--- src/rtl/dac_spi_tx.sv ---
// SPI master transmitter for a DAC121S101-style converter: one DATA_WIDTH-bit frame, MSB first, SYNC active-low.
// Latency: busy is high for (2*DATA_WIDTH+1)*SCLK_DIV + 1 clk cycles per frame (133 cycles at the default parameters).
// Backpressure: start is sampled only in IDLE; a start seen while busy is dropped, not queued.
// Optional build macro DAC_SPI_TX_FRAME_COUNT_EN adds a 16-bit frame_cnt output that counts completed frames.
module dac_spi_tx #(
  parameter int DATA_WIDTH = 16,
  parameter int SCLK_DIV   = 4
) (
  input  logic                  clk,
  input  logic                  rst,
  input  logic                  start,
  input  logic [DATA_WIDTH-1:0] din,
  output logic                  busy,
  output logic                  done,
  output logic                  sclk,
  output logic                  sync_n,
  output logic                  sdo
`ifdef DAC_SPI_TX_FRAME_COUNT_EN
  ,
  output logic [15:0]           frame_cnt
`endif
);

  localparam int HW = (SCLK_DIV > 1) ? $clog2(SCLK_DIV) : 1;
  localparam int BW = $clog2(DATA_WIDTH + 1);
  localparam logic [HW-1:0] HLAST = HW'(SCLK_DIV - 1);
  localparam logic [BW-1:0] BLAST = BW'(DATA_WIDTH);

  typedef enum logic [1:0] {IDLE, SHIFT, DONE} state_t;

  state_t                state, state_nxt;
  logic [DATA_WIDTH-1:0] shreg, shreg_nxt;
  logic [HW-1:0]         hcnt, hcnt_nxt;
  logic [BW-1:0]         bcnt, bcnt_nxt;
  logic                  busy_nxt, done_nxt, sclk_nxt, sync_n_nxt, sdo_nxt;

  // State and all registered outputs; reset returns the pins to their idle levels.
  always_ff @(posedge clk) begin
    if (rst) begin
      state  <= IDLE;
      shreg  <= '0;
      hcnt   <= '0;
      bcnt   <= '0;
      busy   <= 1'b0;
      done   <= 1'b0;
      sclk   <= 1'b1;
      sync_n <= 1'b1;
      sdo    <= 1'b0;
    end else begin
      state  <= state_nxt;
      shreg  <= shreg_nxt;
      hcnt   <= hcnt_nxt;
      bcnt   <= bcnt_nxt;
      busy   <= busy_nxt;
      done   <= done_nxt;
      sclk   <= sclk_nxt;
      sync_n <= sync_n_nxt;
      sdo    <= sdo_nxt;
    end
  end

  // Next state and next output values. bcnt counts falling edges issued so far;
  // the frame ends when a high half finishes after the last falling edge.
  always_comb begin
    state_nxt  = state;
    shreg_nxt  = shreg;
    hcnt_nxt   = hcnt;
    bcnt_nxt   = bcnt;
    busy_nxt   = busy;
    done_nxt   = 1'b0;
    sclk_nxt   = sclk;
    sync_n_nxt = sync_n;
    sdo_nxt    = sdo;
    case (state)
      IDLE: begin
        busy_nxt   = 1'b0;
        sclk_nxt   = 1'b1;
        sync_n_nxt = 1'b1;
        sdo_nxt    = 1'b0;
        hcnt_nxt   = '0;
        bcnt_nxt   = '0;
        if (start) begin
          state_nxt  = SHIFT;
          shreg_nxt  = din;
          busy_nxt   = 1'b1;
          sync_n_nxt = 1'b0;
          sdo_nxt    = din[DATA_WIDTH-1];
        end
      end
      SHIFT: begin
        if (hcnt == HLAST) begin
          hcnt_nxt = '0;
          if (sclk) begin
            if (bcnt == BLAST) begin
              // Final high half complete: release SYNC and flag the frame done.
              state_nxt  = DONE;
              sync_n_nxt = 1'b1;
              sdo_nxt    = 1'b0;
              done_nxt   = 1'b1;
            end else begin
              sclk_nxt = 1'b0;
              bcnt_nxt = bcnt + 1'b1;
            end
          end else begin
            sclk_nxt = 1'b1;
            // Advance to the next bit on the rising edge; the last bit is held for hold time.
            if (bcnt != BLAST) begin
              shreg_nxt = {shreg[DATA_WIDTH-2:0], 1'b0};
              sdo_nxt   = shreg[DATA_WIDTH-2];
            end
          end
        end else begin
          hcnt_nxt = hcnt + 1'b1;
        end
      end
      DONE: begin
        state_nxt = IDLE;
        busy_nxt  = 1'b0;
        bcnt_nxt  = '0;
        hcnt_nxt  = '0;
      end
      default: begin
        state_nxt = IDLE;
      end
    endcase
  end

`ifdef DAC_SPI_TX_FRAME_COUNT_EN
  // Count completed frames; an aborted frame never reaches the done cycle so it is not counted.
  always_ff @(posedge clk) begin
    if (rst) begin
      frame_cnt <= '0;
    end else if (done) begin
      frame_cnt <= frame_cnt + 1'b1;
    end
  end
`endif

endmodule

--- config.mk ---
export PLATFORM = sky130hd
export DESIGN_NAME = dac_spi_tx
export DESIGN_NICKNAME = d
export VERILOG_FILES = /design/src/rtl/dac_spi_tx.sv
export SDC_FILE = /design/constraint.sdc
export NUM_CORES = 1
export LEC_CHECK = 0
export ABC_AREA = 1
export CAP_MARGIN = 20
export CORE_MARGIN = 10
export CORE_UTILIZATION = 50
export CTS_BUF_LIST = sky130_fd_sc_hd__clkbuf_8
export DETAILED_ROUTE_END_ITERATION = 7
export HOLD_SLACK_MARGIN = 0.12
export PLACE_DENSITY = 0.75
export SLEW_MARGIN = 20
export SYNTH_ARGS = -nofsm -noshare
export SYNTH_HDL_FRONTEND = slang
export SYNTH_SLANG_ARGS = --single-unit
--- constraint.sdc ---
create_clock -name clk -period 4.55 [get_ports clk]
set_clock_uncertainty 0.15 [all_clocks]
set_input_delay 0.91 -clock clk [delete_from_list [all_inputs] [get_ports clk]]
set_output_delay 0.91 -clock clk [all_outputs]
set_load 0.05 [all_outputs]
# Yosys cells after proc, flatten, opt, wreduce, memory -nomap -nowiden
# Cells that the tools add are included.
# op_classes
n_addsub	2
eq_ne	14
n_mux	33
bitwise	3
reduce_logical	12
# op_table
op	n
15-bit 2-to-1 mux	4
15-bit case mux with 2 select lines	1
4-bit AND reduction	4
5-bit 2-to-1 mux	3
2-bit != test (second input constant)	7
1-bit 2-to-1 mux	13
2-bit 2-to-1 mux	5
5-bit case mux with 2 select lines	1
1-bit case mux with 2 select lines	4
2-bit case mux with 2 select lines	2
3-bit != test (second input constant)	2
2-bit nonzero test	3
5-bit by 1-bit adder with 5-bit output (second input constant)	1
5-bit equality test (second input constant)	1
5-bit != test (second input constant)	1
5-bit AND reduction	1
2-bit equality test (second input constant)	2
4-bit OR reduction	1
1-bit NOT	3
2-bit by 1-bit adder with 2-bit output (second input constant)	1
2-bit by 1-bit equality test with 1-bit output (second input constant)	1
2-bit logical NOT	1
2-bit AND reduction	1
2-bit OR reduction	1
# word_totals
reg_bits	29
input_bits	19
elab_cells	73

# Depth between registers and ports, before layout
# logic_depth
word_depth	5
ltp_mapped	10
depth_no_buf	10

# Worst setup path before layout
# Ideal clock, no wire load.
# synth_path
kind	in2reg
start	input start
end	register shreg[14]
setup_ns	0.112
t_arrival_ns	1.579
required_time_ns	4.288
slack_ns	2.709
stages	7
cell_sequence	nand3_1 nand2_2 nand3b_4 buf_8 buf_12 nor2_2 nor2_1
# synth_between
elab_chain_cells	2
# synth_rtl
element	line_no	source
start: declaration	11	input logic start,
2-bit != test (no source line)	-	
5-bit AND reduction (no source line)	-	
end signal: assignment	51	shreg <= shreg_nxt;
end: declaration	32	logic [DATA_WIDTH-1:0] shreg, shreg_nxt;
# No other way between the ends.
# A chain may end at the register's enable or synchronous reset.

# Worst setup path after layout
# layout_path
start	register sclk
end	output sclk
# layout_rtl
element	line_no	source
start: declaration	15	output logic sclk,
start signal: assignment	56	sclk <= sclk_nxt;
# No word-level cell between the ends.

==> impl_metrics.yaml <==
yosys:
  synth_top_area_share_pct: 37.2
  postSynthAreaPerCell_um2: 6.59
  ys_types: 24
  synth_fp_nets: 259
  ys_top_cells_by_area: "dfxtp_1 (37%), nand2_1 (18%), nor2_1 (7.2%), inv_1 (6.3%), o21ai_0 (4.8%)"
  syn-instance-count: 237
  synth_top_cell_by_area: "dfxtp_1"
  ys_ff_latch: 29
  yosys_warnings: 0
  synth-seq-area-share_pct: 37.2
  syn_area_um2: 1560
grt:
  grt-ovfl-total: 0
  antenna_found_initial: 0
  grt_pass1_wl_um: 5500
  track_usage_pct: 12.3
  grt_pass1_vias: 1316
  grt_max_degree: 35
setup_path:
  rr_endpoint: "shreg[0]"
  r2r-start: "state[0]"
  cp-end-kind: "output port"
  critPathLaunchType: "flip-flop"
  worstPathArrival_ns: 1.44
  crit_slowest_cell: "clkdlybuf4s50_1"
  regToRegSetupSlack_ns: 2.39
  rr_worst_depth: 5
  worstSetupPathType: "flip-flop to output port"
  crit_fanout: 3
  required_ns: 3.49
  cp_top_family: "buffers and inverters"
  max_stage_delay_ns: 0.81
  crit_chain: "clkdlybuf4s50_1"
  worst-path-buf-inv: 1
final_layout:
  drive_gt1_share_pct: 9.02
  final.fill_count: 296
  utilization_pct: 60.8
  multi_input_area_um2: 793
  regArea_um2: 581
  final_nets: 278
  final_cells: 299
  synthToLayoutAreaGrowth_pct: 17.9
  antenna_cells: 0
sta:
  clock.fmax_mhz: 400
  setup_viol: 0
  worstMarginPinSlew_ns: 0.657
  slew_headroom_pct: 56.2
  drv_slew: 0
  hold_ws_ns: 0.318
  finalHoldViolCount: 0
  rsz0062_at_grt: "no"
  post-route-period-util_pct: 54.9
  final.min_clock_period_ns: 2.50
  tns_ns: 0
die:
  row_count: 20
  die-width_um: 75.9
  io_pins: 24
  core_area_um2: 3030
  dieArea_um2: 5760
  initial_utilization_pct: 51.6
  die_y_um: 75.9
worst_hold_path:
  worstHoldPathType: "flip-flop to flip-flop"
  min_to: "busy"
  whs_path_depth: 2
  min_from: "busy"
clock_tree:
  cts.clk_slew.worst_paths_ns: 0.06
  cts-root-buf: "clkbuf_8"
  cts.sinks: 29
  cts-htree-levels: 2
  cts_resized: 0
  post-cts-setup-buffers: 0
  cts_tree: "done"
  clock_path_buffers: 2
  cts_hold_buf: 0
  clock_latency_ns: 0.28
  cts_buffers: 5
placed_design:
  globalplace.congestion: 0.804
  place_inst: 293
  hpwl_um: 2250
  io_buffers: 23
routing:
  routedWlPerCell_um: 10.7
  dr.first_iter.drc_count: 84
  drc: 0
  first_pass_iters: 4
  vias: 1434
  routed_wl_um: 3200
  drt-vias-per-instance: 4.80
  drtAntennaViolNets: 0
status:
  status: "finished, final reports clean"
pwr:
  vdd_drop_max_mv: 0.223
  powerDensity_nw_per_um2: 353
  leakagePower_nw: 0.857
flow_run:
  drv_cap: 0
-- synth_stat cells, drive strengths merged --
library cell and count:
nand2 75, nor2 41, dfxtp 29, inv 28, o21ai 15, a21oi 13
nand3 13, buf 7, clkbuf 4, nand4 4, ha 3, nor4 2
nand3b 1, o211ai 1, o21a 1
-- state kept, by name, indices dropped and copies added (netlist names) --
register and flops:
busy 1, hcnt 2, sclk 1, sdo 1, done 1, state 2
shreg 15, sync_n 1, bcnt 5
-- metal layers --
metal / up-vias / GRT usage (%) / wire length [um]
met5: - / 0 / 0
met4: 0 / 4.74 / 47
met3: 6 / 5.47 / 207
met2: 28 / 18.3 / 1390
met1: 628 / 15.2 / 1560
li1: 772 / - / -
-- where the power goes --
group / total, mW / internal (mW) / switching (mW)
registers: 0.295 / 0.280 / 0.0151
logic: 0.165 / 0.0622 / 0.103
clock network: 0.190 / 0.100 / 0.0897
total: 0.650 / 0.442 / 0.208
-- layout by cell type, fill, tap and decap left out --
cell type and instances:
nand2_2 2, dfxtp_1 29, a21oi_1 13, o211ai_1 1
nand2_1 73, nand3_1 12, clkbuf_8 5, inv_1 26
nor2_2 10, nand3_2 1, inv_2 1, ha_1 3
nor2_1 30, nand4_1 4, nand3b_4 1, clkinv_2 1
nor4_1 2, o21ai_0 15, o21a_1 1, nor2_4 1
clkdlybuf4s50_1 23, inv_4 1
-- cells by family after synthesis --
| group | after synthesis | synth area share [%] |
|---|---|---|
| AO/OA/AOI/OAI | 30 | 9.94 |
| AND/OR/NAND/NOR | 136 | 38.5 |
| flip-flops | 29 | 37.2 |
| buffers and inverters | 39 | 12.0 |
| adder cells (fa/ha/maj) | 3 | 2.40 |
-- worst reg2reg max path, delay by kind of cell, from the launching register on --
kind               cells  cell delay (ns)
DFF                    1             0.60
AOI/OAI and AO/OA      1             0.15
and+or+nand+nor        4             1.20
-- how the worst max path moves through the flow --
stage,startpoint,slack [ns],end,cells past startpoint
3_3_place_gp,start,1.99,shreg[0],6
3_5_place_dp,start,1.99,shreg[12],7
4_1_cts,sclk,2.04,sclk,1
5_1_grt,sclk,1.98,sclk,1
6_report,sclk,2.05,sclk,1
2_1_floorplan,start,2.71,shreg[14],7
-- layout make-up --
cell class,instances,share of cell area (%)
Sequential cell,29,31.5
Multi-Input combinational cell,169,43.1
Tap cell,44,2.99
Inverter,28,5.85
Clock inverter,1,0.272
Clock buffer,5,3.74
Timing Repair Buffer,23,12.5
-- per-stage QoR --
step | total power [mW] | cell area (um^2) | worst slack [ns]
2_1_floorplan | 0.430 | 1560 | 2.71
3_3_place_gp | 0.463 | 1770 | 1.99
3_5_place_dp | 0.466 | 1770 | 1.99
4_1_cts | 0.656 | 1840 | 2.04
5_1_grt | 0.696 | 1840 | 1.98
6_report | 0.650 | 1840 | 2.05
(Power assumes the default switching activity.)
